[config.mk]
export PLATFORM = sky130hd
export DESIGN_NAME = dense_biases_loader_flat
export DESIGN_NICKNAME = d
export VERILOG_FILES = /design/src/rtl/dense_biases_loader_if.sv /design/src/rtl/dense_biases_loader.sv /design/src/flat_wrapper.sv
export SDC_FILE = /design/constraint.sdc
export NUM_CORES = 1
export LEC_CHECK = 0
export ABC_AREA = 1
export CAP_MARGIN = 25
export CORE_UTILIZATION = 42
export CTS_BUF_LIST = sky130_fd_sc_hd__clkbuf_4 sky130_fd_sc_hd__clkbuf_8
export DETAILED_ROUTE_END_ITERATION = 7
export GPL_TIMING_DRIVEN = 0
export HOLD_SLACK_MARGIN = 0.1
export PLACE_DENSITY = 0.76
export SETUP_SLACK_MARGIN = 0.1
export SYNTH_ARGS = -nofsm -noshare
export SYNTH_HDL_FRONTEND = slang
export SYNTH_SLANG_ARGS = --single-unit
[constraint.sdc]
create_clock -name clk -period 3.5 [get_ports clk]
set_input_delay 0.7 -clock clk [delete_from_list [all_inputs] [get_ports clk]]
set_output_delay 0.7 -clock clk [all_outputs]
set_load 0.005 [all_outputs]
[src/rtl/dense_biases_loader_if.sv]
// Bus bundle for the dense-layer bias loader: byte stream in, bias RAM write/read
// ports, and the inference read path and status seen by the dense engine.
interface dense_biases_loader_if #(
    parameter int unsigned ADDR_W = 4
);
    logic              start;
    logic              byte_valid;
    logic [7:0]        byte_data;
    logic              byte_ready;
    logic              ram_wr_en;
    logic [ADDR_W-1:0] ram_wr_addr;
    logic [31:0]       ram_wr_data;
    logic [ADDR_W-1:0] ram_rd_addr;
    logic [31:0]       ram_rd_data;
    logic [ADDR_W-1:0] inf_rd_addr;
    logic [31:0]       inf_rd_data;
    logic              biases_ready;
    logic [31:0]       checksum;
    logic              load_err;

    // Loader side.
    modport slave (
        input  start,
        input  byte_valid,
        input  byte_data,
        input  ram_rd_data,
        input  inf_rd_addr,
        output byte_ready,
        output ram_wr_en,
        output ram_wr_addr,
        output ram_wr_data,
        output ram_rd_addr,
        output inf_rd_data,
        output biases_ready,
        output checksum,
        output load_err
    );

    // Environment side: byte source, RAM and dense engine.
    modport master (
        output start,
        output byte_valid,
        output byte_data,
        output ram_rd_data,
        output inf_rd_addr,
        input  byte_ready,
        input  ram_wr_en,
        input  ram_wr_addr,
        input  ram_wr_data,
        input  ram_rd_addr,
        input  inf_rd_data,
        input  biases_ready,
        input  checksum,
        input  load_err
    );
endinterface

[src/rtl/dense_biases_loader.sv]
// Loads NUM_WORDS little-endian 32-bit bias words from a byte stream into the
// bias RAM, reads them back into an additive checksum, and gates the dense
// engine's read path until the load has been verified.
module dense_biases_loader #(
    parameter int unsigned NUM_WORDS = 10,
    parameter int unsigned ADDR_W    = 4
) (
    input logic                  clk,
    input logic                  rst,
    dense_biases_loader_if.slave bus_io
);

    // One extra bit so the word counter can hold NUM_WORDS even when it equals 2^ADDR_W.
    localparam int unsigned CntW = ADDR_W + 1;

    typedef enum logic [1:0] {
        StIdle,
        StLoad,
        StVerify,
        StReady
    } state_e;

    state_e            state_q, state_d;
    logic [1:0]        byte_cnt_q, byte_cnt_d;
    logic [CntW-1:0]   word_idx_q, word_idx_d;
    logic [ADDR_W-1:0] rd_idx_q, rd_idx_d;
    logic [23:0]       shift_q, shift_d;
    logic              wr_en_q, wr_en_d;
    logic [ADDR_W-1:0] wr_addr_q, wr_addr_d;
    logic [31:0]       wr_data_q, wr_data_d;
    logic [31:0]       checksum_q, checksum_d;
    logic              load_err_q, load_err_d;

    logic              words_done;
    logic              byte_ready;

    // word_idx reaches NUM_WORDS in the last write-pulse cycle, which closes the byte window.
    assign words_done = (word_idx_q == CntW'(NUM_WORDS));
    assign byte_ready = (state_q == StLoad) && !words_done;

    // State register and datapath flops.
    always_ff @(posedge clk) begin
        if (rst) begin
            state_q    <= StIdle;
            byte_cnt_q <= '0;
            word_idx_q <= '0;
            rd_idx_q   <= '0;
            shift_q    <= '0;
            wr_en_q    <= 1'b0;
            wr_addr_q  <= '0;
            wr_data_q  <= '0;
            checksum_q <= '0;
            load_err_q <= 1'b0;
        end else begin
            state_q    <= state_d;
            byte_cnt_q <= byte_cnt_d;
            word_idx_q <= word_idx_d;
            rd_idx_q   <= rd_idx_d;
            shift_q    <= shift_d;
            wr_en_q    <= wr_en_d;
            wr_addr_q  <= wr_addr_d;
            wr_data_q  <= wr_data_d;
            checksum_q <= checksum_d;
            load_err_q <= load_err_d;
        end
    end

    // Next-state logic: start overrides everything, then per-state sequencing.
    always_comb begin
        state_d    = state_q;
        byte_cnt_d = byte_cnt_q;
        word_idx_d = word_idx_q;
        rd_idx_d   = rd_idx_q;
        shift_d    = shift_q;
        wr_en_d    = 1'b0;
        wr_addr_d  = wr_addr_q;
        wr_data_d  = wr_data_q;
        checksum_d = checksum_q;
        load_err_d = load_err_q;

        if (bus_io.start) begin
            // A byte coincident with start is dropped silently.
            state_d    = StLoad;
            byte_cnt_d = '0;
            word_idx_d = '0;
            rd_idx_d   = '0;
            shift_d    = '0;
            checksum_d = '0;
            load_err_d = 1'b0;
        end else begin
            if (bus_io.byte_valid && !byte_ready) begin
                load_err_d = 1'b1;
            end

            unique case (state_q)
                StIdle: begin
                end

                StLoad: begin
                    if (words_done) begin
                        state_d  = StVerify;
                        rd_idx_d = '0;
                    end else if (bus_io.byte_valid) begin
                        byte_cnt_d = byte_cnt_q + 2'd1;
                        unique case (byte_cnt_q)
                            2'd0: shift_d[7:0]   = bus_io.byte_data;
                            2'd1: shift_d[15:8]  = bus_io.byte_data;
                            2'd2: shift_d[23:16] = bus_io.byte_data;
                            2'd3: begin
                                wr_en_d    = 1'b1;
                                wr_addr_d  = word_idx_q[ADDR_W-1:0];
                                wr_data_d  = {bus_io.byte_data, shift_q};
                                word_idx_d = word_idx_q + 1'b1;
                            end
                        endcase
                    end
                end

                StVerify: begin
                    checksum_d = checksum_q + bus_io.ram_rd_data;
                    if (rd_idx_q == ADDR_W'(NUM_WORDS - 1)) begin
                        state_d  = StReady;
                        rd_idx_d = '0;
                    end else begin
                        rd_idx_d = rd_idx_q + 1'b1;
                    end
                end

                StReady: begin
                end

                default: state_d = StIdle;
            endcase
        end
    end

    // RAM read-port ownership: verify sweep, then the dense engine once ready.
    always_comb begin
        bus_io.ram_rd_addr = '0;
        bus_io.inf_rd_data = '0;
        case (state_q)
            StVerify: bus_io.ram_rd_addr = rd_idx_q;
            StReady: begin
                bus_io.ram_rd_addr = bus_io.inf_rd_addr;
                bus_io.inf_rd_data = bus_io.ram_rd_data;
            end
            default: begin
            end
        endcase
    end

    assign bus_io.byte_ready   = byte_ready;
    assign bus_io.ram_wr_en    = wr_en_q;
    assign bus_io.ram_wr_addr  = wr_addr_q;
    assign bus_io.ram_wr_data  = wr_data_q;
    assign bus_io.biases_ready = (state_q == StReady);
    assign bus_io.checksum     = checksum_q;
    assign bus_io.load_err     = load_err_q;

endmodule

[src/flat_wrapper.sv]
// flat-port wrapper written by rule: the top's interface ports become plain ports
module dense_biases_loader_flat 
#(
    parameter int unsigned NUM_WORDS = 10,
    parameter int unsigned ADDR_W    = 4
)
  (clk, rst, bus_io_start, bus_io_byte_valid, bus_io_byte_data, bus_io_ram_rd_data, bus_io_inf_rd_addr, bus_io_byte_ready, bus_io_ram_wr_en, bus_io_ram_wr_addr, bus_io_ram_wr_data, bus_io_ram_rd_addr, bus_io_inf_rd_data, bus_io_biases_ready, bus_io_checksum, bus_io_load_err);
  dense_biases_loader_if #(.ADDR_W(ADDR_W)) bus_io_i ();
  input logic clk;
  input logic rst;
  input wire logic [$bits(bus_io_i.start)-1:0] bus_io_start;
  input wire logic [$bits(bus_io_i.byte_valid)-1:0] bus_io_byte_valid;
  input wire logic [$bits(bus_io_i.byte_data)-1:0] bus_io_byte_data;
  input wire logic [$bits(bus_io_i.ram_rd_data)-1:0] bus_io_ram_rd_data;
  input wire logic [$bits(bus_io_i.inf_rd_addr)-1:0] bus_io_inf_rd_addr;
  output wire logic [$bits(bus_io_i.byte_ready)-1:0] bus_io_byte_ready;
  output wire logic [$bits(bus_io_i.ram_wr_en)-1:0] bus_io_ram_wr_en;
  output wire logic [$bits(bus_io_i.ram_wr_addr)-1:0] bus_io_ram_wr_addr;
  output wire logic [$bits(bus_io_i.ram_wr_data)-1:0] bus_io_ram_wr_data;
  output wire logic [$bits(bus_io_i.ram_rd_addr)-1:0] bus_io_ram_rd_addr;
  output wire logic [$bits(bus_io_i.inf_rd_data)-1:0] bus_io_inf_rd_data;
  output wire logic [$bits(bus_io_i.biases_ready)-1:0] bus_io_biases_ready;
  output wire logic [$bits(bus_io_i.checksum)-1:0] bus_io_checksum;
  output wire logic [$bits(bus_io_i.load_err)-1:0] bus_io_load_err;
  assign bus_io_i.start = bus_io_start;
  assign bus_io_i.byte_valid = bus_io_byte_valid;
  assign bus_io_i.byte_data = bus_io_byte_data;
  assign bus_io_i.ram_rd_data = bus_io_ram_rd_data;
  assign bus_io_i.inf_rd_addr = bus_io_inf_rd_addr;
  assign bus_io_byte_ready = bus_io_i.byte_ready;
  assign bus_io_ram_wr_en = bus_io_i.ram_wr_en;
  assign bus_io_ram_wr_addr = bus_io_i.ram_wr_addr;
  assign bus_io_ram_wr_data = bus_io_i.ram_wr_data;
  assign bus_io_ram_rd_addr = bus_io_i.ram_rd_addr;
  assign bus_io_inf_rd_data = bus_io_i.inf_rd_data;
  assign bus_io_biases_ready = bus_io_i.biases_ready;
  assign bus_io_checksum = bus_io_i.checksum;
  assign bus_io_load_err = bus_io_i.load_err;
  dense_biases_loader #(.NUM_WORDS(NUM_WORDS), .ADDR_W(ADDR_W)) u_core (.clk(clk), .rst(rst), .bus_io(bus_io_i));
endmodule
## Word level (Yosys, flattened, before mapping)

Cells that the tools add are included.
W data, S select, Z words.

| word-level totals | value |
|---|---|
| flip-flop bits (word level) | 107 |
| latch bits | 0 |
| RAM bits | 0 |
| memory bits (read-only) | 0 |
| input bits | 48 |
| word-level logic and storage cells | 61 |
| memories | 0 |

| cells by class | value |
|---|---|
| $add $sub $neg | 4 |
| multiply operators | 0 |
| div/mod/pow operators | 0 |
| order comparisons | 0 |
| eq/ne operators | 12 |
| shifts and indexed selects | 0 |
| muxes and demuxes | 10 |
| bitwise logic cells | 4 |
| reductions and logical operators | 18 |

Operator list:

| operator | number |
|---|---|
| $add A32 B32 Y32 | 1 |
| $mux W32 | 1 |
| $pmux W4 S2 | 2 |
| $reduce_and A4 Y1 | 4 |
| $reduce_and A3 Y1 | 3 |
| $eq A2 B2 Y1 const B | 4 |
| $mux W4 | 2 |
| $ne A3 B2 Y1 const B | 2 |
| $add A5 B1 Y5 const B | 1 |
| $eq A5 B4 Y1 const B | 1 |
| $reduce_and A5 Y1 | 1 |
| $reduce_or A5 Y1 | 1 |
| $add A4 B1 Y4 const B | 1 |
| $eq A2 B1 Y1 const B | 2 |
| $eq A4 B4 Y1 const B | 1 |
| $mux W2 | 2 |
| $ne A2 B1 Y1 const B | 2 |
| $not A1 Y1 | 4 |
| $pmux W2 S2 | 1 |
| $reduce_bool A3 Y1 | 1 |
| $add A2 B1 Y2 const B | 1 |
| $logic_and A1 B1 Y1 | 2 |
| $logic_not A1 Y1 | 2 |
| $logic_not A2 Y1 | 1 |
| other kinds (4) | 5 |

## Depth between registers and ports, before layout

Gate-level depths: netlist of the first run.

| logic depth | value |
|---|---|
| depth in word-level cells | 5 |
| gate-level depth with buffers | 13 |
| depth with buffers taken out | 13 |

## Worst setup path after synthesis of the first run

Ideal clock, no wire load.

| timing path | value |
|---|---|
| path kind | input to register |
| start | input bus_io_ram_rd_data[0] |
| end | register u_core.checksum_q[28], in the netlist u_core.bus_io.checksum[28] |
| data arrival time | 2.063 ns |
| required time | 3.391 ns |
| slack | 1.328 ns |
| stages on the path | 12 |
| path buffers | 0 |
| path through | ha_1 fa_1 nand3_1 nand3_1 nand3_1 nand3_1 nand2_1 nand2_1 nand2_1 nand3_1 nand2_1 inv_1 |

| between the ends | value |
|---|---|
| cells in the longest elaborated chain, start to end | 1 |

Ends and longest elaborated chain:

| what | line | text |
|---|---|---|
| start, declared | flat_wrapper.sv:14 | `input wire logic [$bits(bus_io_i.ram_rd_data)-1:0] bus_io_ram_rd_data;` |
| $add A32 B32 Y32 | dense_biases_loader.sv:120 | `checksum_d = checksum_q + bus_io.ram_rd_data;` |
| end signal, assigned | dense_biases_loader.sv:63 | `checksum_q <= checksum_d;` |
| end, declared | dense_biases_loader.sv:31 | `logic [31:0] checksum_q, checksum_d;` |

No other way between the ends.
A chain may end at the register's enable or synchronous reset.

## Worst setup path after layout of the first run

| timing path | value |
|---|---|
| start | register u_core.state_q[1] |
| end | output bus_io_inf_rd_data[24] |

| between the ends | value |
|---|---|
| cells in the longest elaborated chain, start to end | 2 |

Ends and longest elaborated chain:

| what | line | text |
|---|---|---|
| start, declared | dense_biases_loader.sv:23 | `state_e state_q, state_d;` |
| start signal, assigned | dense_biases_loader.sv:44 | `state_q <= StIdle;` |
| start signal, assigned | dense_biases_loader.sv:55 | `state_q <= state_d;` |
| $eq A2 B2 Y1 | dense_biases_loader.sv:141 | `case (state_q)` |
| $mux W32 | dense_biases_loader.sv:141 |  |
| end, declared | flat_wrapper.sv:21 | `output wire logic [$bits(bus_io_i.inf_rd_data)-1:0] bus_io_inf_rd_data;` |

No other way between the ends.

==> results.sh, run 1 <==
export IMPL_highest_layer="met4"
export IMPL_critPathKind="reg -> out"
export IMPL_fin_crit_sh_pct=91.03
export IMPL_die_w_um=128.1
export IMPL_synth_warnings=0
export IMPL_track_usage_pct=22.66
export IMPL_p_leak_uw=0.004408
export IMPL_grt_max_degree=20
export IMPL_fin_skew_ps=18.04
export IMPL_place_hpwl_um=14580
export IMPL_ys_async_sr_fraction_pct=0
export IMPL_finalHoldViolations=0
export IMPL_netlist_top_cells_count="nand2_1 (289), inv_1 (222), nor2_1 (123)"
export IMPL_drv_slew=0
export IMPL_yosys_area_top_type="dfxtp_1"
export IMPL_syn_area_per_cell_um2=6.188
export IMPL_cts_buffers_inserted=9
export IMPL_synth_most_common_cell="nand2_1"
export IMPL_avgViaCountPerCell=4.752
export IMPL_finalSetupViolCount=0
export IMPL_drt_iter0_drc=413
export IMPL_fin_util_pct=56.51
export IMPL_met1Wirelength_um=8189
export IMPL_numPortBuffers=155
export IMPL_cts_tree="yes"
export IMPL_drc_errors=0
export IMPL_ys_flop_type="dfxtp_1"
export IMPL_synth_edff_count=0
export IMPL_drv_cap=0
export IMPL_via_count=6942
export IMPL_grt_pass1_wl_um=29460
export IMPL_synth_cells=1079
export IMPL_area_delta_synth_final_pct=30.10
export IMPL_dr_wl_met2_um=8521
export IMPL_synth_nets=1170
export IMPL_nNetsFinal=1336
export IMPL_wl_um=18210
export IMPL_clk_latency_ps=400
export IMPL_syn_area_um2=6676
export IMPL_ys_ff_latch=107
export IMPL_start_util_pct=43.44
export IMPL_worst_setup_path_start_kind="flip-flop"
export IMPL_design_core_area_um2=15370
export IMPL_finalCriticalPeriod_ps=3186
export IMPL_root_buffer="clkbuf_8"
export IMPL_dpl_cell_area_um2=8492
export IMPL_grt_ovfl_total=0
export IMPL_ios=156
export IMPL_crit_path_max_fanout=10
export IMPL_fin_setup_tns_ps=0
export IMPL_rsz0062_at_grt="false"
export IMPL_ys_types=30
export IMPL_hold_class="reg -> reg"
export IMPL_grt_pass1_vias=6353
export IMPL_postCtsHoldBufs=0
export IMPL_cp_data_required_time_ps=2800
export IMPL_num_rows=45
export IMPL_dieArea_um2=16400
export IMPL_clock_sinks=107
export IMPL_ctsHtreeMaxLevel=3
export IMPL_tightest_slew_ps=597.7
export IMPL_p_per_area_nw_per_um2=274.8
export IMPL_die_y_um=128.1
export IMPL_ys_seq_area_share_pct=32.08
export IMPL_cts_reportedPaths_clkPinSlew_ps=110
export IMPL_synth_top_area_share_pct=32.08
export IMPL_fin_area_um2=8686
export IMPL_ctsLongestPathBuffers=2
export IMPL_dr_wl_met3_um=1052
export IMPL_ant_nets=0
export IMPL_synthTopCellsByArea="dfxtp_1 (32%), nand2_1 (16%), inv_1 (12%)"
export IMPL_antenna_found_initial=0
export IMPL_outcome="finished, final reports clean"
export IMPL_drive_gt1_share_pct=2.720
export IMPL_ir_drop_mv=0.1462
export IMPL_wl_per_cell_um=12.47
export IMPL_place_congestion=0.9916
export IMPL_drtPass1Iterations=6
export IMPL_fillCellCount=1482
export IMPL_slew_headroom_pct=60.15
export IMPL_worst_ep_arrival_time_ps=2490
export IMPL_antenna_cells=0
export IMPL_whs_ps=454.4
export IMPL_worst_setup_path_end_kind="output pin"
export IMPL_clock_fmax_mhz=313.9
==> layout make-up <==
| cell class | instances | area, um2 | share of cell area [%] |
|---|---|---|---|
| inverters | 223 | 837.1 | 9.637 |
| well taps | 211 | 264.0 | 3.039 |
| flip-flops and latches | 107 | 2142 | 24.66 |
| repair buffers | 155 | 1551 | 17.86 |
| clock inverters | 6 | 55.05 | 0.6338 |
| multi-input cells | 720 | 3550 | 40.87 |
| clock buffers | 10 | 137.6 | 1.585 |
| plain buffers | 29 | 148.9 | 1.714 |
==> worst paths after layout <==
check                       startpoint  slack [ps]  cells past startpoint                       endpoint
min reg2reg         u_core.shift_q[20]         450                      2  u_core.bus_io.ram_wr_data[20]
max                  u_core.state_q[1]         310                      6         bus_io_inf_rd_data[24]
max reg2reg  u_core.bus_io.checksum[0]        1280                     12     u_core.bus_io.checksum[24]
min                 u_core.shift_q[20]         450                      2  u_core.bus_io.ram_wr_data[20]
==> metal layers <==
layer | track usage [%] | up-vias
li1 | - | 3635
met1 | 27.68 | 3052
met2 | 39.32 | 227
met3 | 4.090 | 28
met4 | 8.927 | 0
met5 | 0 | -
==> timing repair <==
item,in CTS,in global routing
gates resized for setup,0,2
setup endpoints to repair,0,9
setup buffers,0,0
==> registers in the layout, summed over array words and instances, names as in the netlist <==
register                   flops
u_core.bus_io.checksum        32
u_core.bus_io.ram_wr_data     32
u_core.shift_q                24
u_core.word_idx_q              5
u_core.bus_io.ram_wr_addr      4
u_core.rd_idx_q                4
u_core.byte_cnt_q              2
u_core.state_q                 2
u_core.bus_io.load_err         1
u_core.bus_io.ram_wr_en        1
==> worst max-delay path, stage by stage (launching register included) <==
cell and delay [ps]:
dfxtp_1 390, ha_1 170, clkbuf_1 440, clkbuf_1 440, nand2_1 90, inv_1 70
clkdlybuf4s50_1 500
==> cells by family (layout without fill, tap and decap cells) <==
family	after synthesis	after routing	synth area share, %
simple gates	481	481	29.25
fa+ha+maj	43	43	8.171
xor+xnor	15	15	1.968
compound gates	181	181	13.77
buf+inv	252	423	14.75
flops	107	107	32.08
==> where the power goes <==
group          switching, uW  total (uW)  internal [uW]  leakage (uW)
clock network            466         759            293     0.0000934
registers               11.7        1240           1230      0.000863
logic                    223         383            160       0.00345
total                    700        2390           1690       0.00441
==> stage by stage <==
step	setup WS, ps	power (uW)	cells
after floorplan	1328	1487	1079
after global placement	478.4	1647	1445
after detailed placement	481.9	1653	1445
after CTS	221.4	2411	1461
after global routing	117.3	2507	1461
final	314.0	2387	1461
==> cell usage in the layout, fill, tap and decap left out, types with 3 or more instances in the layout <==
master and count:
nand2_1 289, inv_1 222, clkdlybuf4s50_1 155, nor2_1 123, dfxtp_1 107, a21oi_1 85
o21ai_0 58, nand3_1 45, ha_1 42, o21ai_1 32, clkbuf_1 15, xor2_1 12
clkbuf_8 10, nor3_1 9, buf_2 7, buf_6 4, and2_1 4, nand4_1 3
xnor2_1 3
(Power assumes the default switching activity.)
==> run 2, diff against run 1 <==
Settings changed: CORE_ASPECT_RATIO set to 0.8, CORE_UTILIZATION 42 to 49, PLACE_DENSITY 0.76 to 0.86, SLEW_MARGIN set to 0.
==> run 2 against run 1 <==
- total power up 0.58%
- first-iteration DRC count up 34%
- sequential cell count unchanged
- final cell count down 2.5%
- worst hold slack better by 2.4 ps
- sequential power about the same
- global-route usage up 4.0 points
- combinational power about the same
- sequential share of layout area up 0.11 points
- setup slack worse by 47 ps
- clock skew down 6.2 ps
==> results.sh, run 2 (same netlist as run 1, synthesis figures left out) <==
export IMPL_p_per_area_nw_per_um2=277.7
export IMPL_rr_startpoint="u_core.bus_io.checksum[0]"
export IMPL_cts_reportedPaths_clkPinSlew_ps=110
export IMPL_drc_errors=0
export IMPL_root_buffer="clkbuf_8"
export IMPL_critPathKind="reg -> out"
export IMPL_avgViaCountPerCell=4.975
export IMPL_fin_crit_sh_pct=92.36
export IMPL_place_hpwl_um=14720
export IMPL_path_cells="inv_1 -> ha_1 -> buf_2 -> inv_1 -> clkbuf_1 -> o21ai_0 -> clkdlybuf4s50_1"
export IMPL_ant_nets=0
export IMPL_drtPass1Iterations=5
export IMPL_post_cts_buffers=0
export IMPL_power_frac_comb_pct=16.1
export IMPL_ios=156
export IMPL_drv_slew=0
export IMPL_track_usage_pct=26.61
export IMPL_finalHoldViolations=0
export IMPL_wl_per_cell_um=12.98
export IMPL_critPathBufInv=5
export IMPL_via_count=7089
export IMPL_crit_path_start="u_core.state_q[0]"
export IMPL_design_core_area_um2=13060
export IMPL_dieArea_um2=14100
export IMPL_worst_setup_path_end_kind="output pin"
export IMPL_crit_path_max_fanout=10
export IMPL_ctsLongestPathBuffers=2
export IMPL_worst_slack_ps=267.3
export IMPL_cts_tree="yes"
export IMPL_antenna_cells=0
export IMPL_drive_gt1_share_pct=2.720
export IMPL_area_delta_synth_final_pct=29.50
export IMPL_clk_latency_ps=390
export IMPL_finalSetupViolCount=0
export IMPL_cts_buffers_inserted=9
export IMPL_clock_fmax_mhz=309.3
export IMPL_rsz0062_at_grt="false"
export IMPL_grt_pass1_vias=6522
export IMPL_nNetsFinal=1336
export IMPL_internal_power_uw=1693
export IMPL_die_y_um=106.4
export IMPL_place_congestion=0.9619
export IMPL_clock_sinks=107
export IMPL_hold_class="reg -> reg"
export IMPL_die_w_um=132.5
export IMPL_p_switching_uw=707.4
export IMPL_fin_setup_tns_ps=0
export IMPL_antenna_found_initial=0
export IMPL_worst_setup_path_start_kind="flip-flop"
export IMPL_slowest_stage="clkdlybuf4s50_1"
export IMPL_critPathTopFamily="buffers and inverters"
export IMPL_wl_um=18500
export IMPL_grt_max_degree=21
export IMPL_layout_commonest_cell="nand2_1"
export IMPL_ir_drop_mv=0.2124
export IMPL_worst_ep_arrival_time_ps=2530
export IMPL_cp_data_required_time_ps=2800
export IMPL_crit_path_frequent_cell="inv_1"
export IMPL_numPortBuffers=155
export IMPL_fin_skew_ps=11.84
export IMPL_power_total_uw=2401
export IMPL_p_leak_uw=0.004418
export IMPL_final_cell_mix="nand2_1 (289), inv_1 (222), clkdlybuf4s50_1 (155)"
export IMPL_seqPwrFrac_pct=51.9
export IMPL_worstHoldStart="u_core.shift_q[4]"
export IMPL_start_util_pct=51.14
export IMPL_whs_ps=456.8
export IMPL_grt_pass1_wl_um=30280
export IMPL_tightest_slew_ps=650.2
export IMPL_power_frac_clock_pct=32.0
export IMPL_drv_cap=0
export IMPL_swShare_pct=29.47
export IMPL_outcome="finished, final reports clean"
export IMPL_cpPeakStageDelay_ps=470
export IMPL_grt_ovfl_total=0
export IMPL_slew_headroom_pct=56.65
export IMPL_fin_util_pct=66.23
export IMPL_pre_cts_ws_ps=499.4
export IMPL_num_rows=37
export IMPL_finalCriticalPeriod_ps=3233
export IMPL_ctsHtreeMaxLevel=3
export IMPL_drt_iter0_drc=554
-- run 2: stage by stage --
step | area, um2 | cells
finish | 8646 | 1425
global route | 8646 | 1425
detailed placement | 8447 | 1409
CTS | 8645 | 1425
floorplan | 6676 | 1079
global placement | 8447 | 1409
-- run 2: worst reg2reg max path, cell delays in order (launching register included) --
cell and delay, ps:
dfxtp_1 340, ha_1 260, fa_1 450, nand3_1 120
nand3_1 180, nand2_1 110, nand2_1 160, nand3_1 160
nand3_1 100, nand2_1 70, nand3_1 80, nand2_1 90
inv_1 30
-- run 2: power by group through the flow --
stage                     clock network (uW)  logic, uW  registers (uW)
after global routing                     838        431            1250
final                                    769        386            1250
after CTS                                784        382            1250
after floorplan                            0        215            1270
after detailed placement                   0        379            1270
after global placement                     0        372            1270
-- run 2: area by class of cell --
class / count / area, um2
buffer: 29 / 148.9
clock buffer: 10 / 137.6
clock inverter: 6 / 60.06
fill: 1204 / 4409
inverter: 223 / 837.1
multi-input combinational: 720 / 3550
sequential: 107 / 2142
tap: 175 / 219.0
timing repair buffer: 155 / 1551
-- run 2: worst paths after layout --
check / cells after the start / slack, ps / to
max reg2reg: 12 / 1280 / u_core.bus_io.checksum[24]
min reg2reg: 2 / 460 / u_core.bus_io.ram_wr_data[4]
max: 7 / 270 / bus_io_ram_rd_addr[3]
min: 2 / 460 / u_core.bus_io.ram_wr_data[4]
-- run 2: per-layer routing --
| metal | vias to the layer above | routed length [um] | track usage (%) |
|---|---|---|---|
| met3 | 36 | 1554 | 4.530 |
| met4 | 0 | 505 | 11.33 |
| met5 | - | 0 | 0 |
| met2 | 314 | 7962 | 42.41 |
| li1 | 3632 | - | - |
| met1 | 3107 | 8476 | 35.47 |
-- run 2: repair_timing --
action | 4_1_cts | 5_1_grt
endpoints found under the setup margin | 0 | 2
hold buffers | 0 | 0
resized for setup | 0 | 2
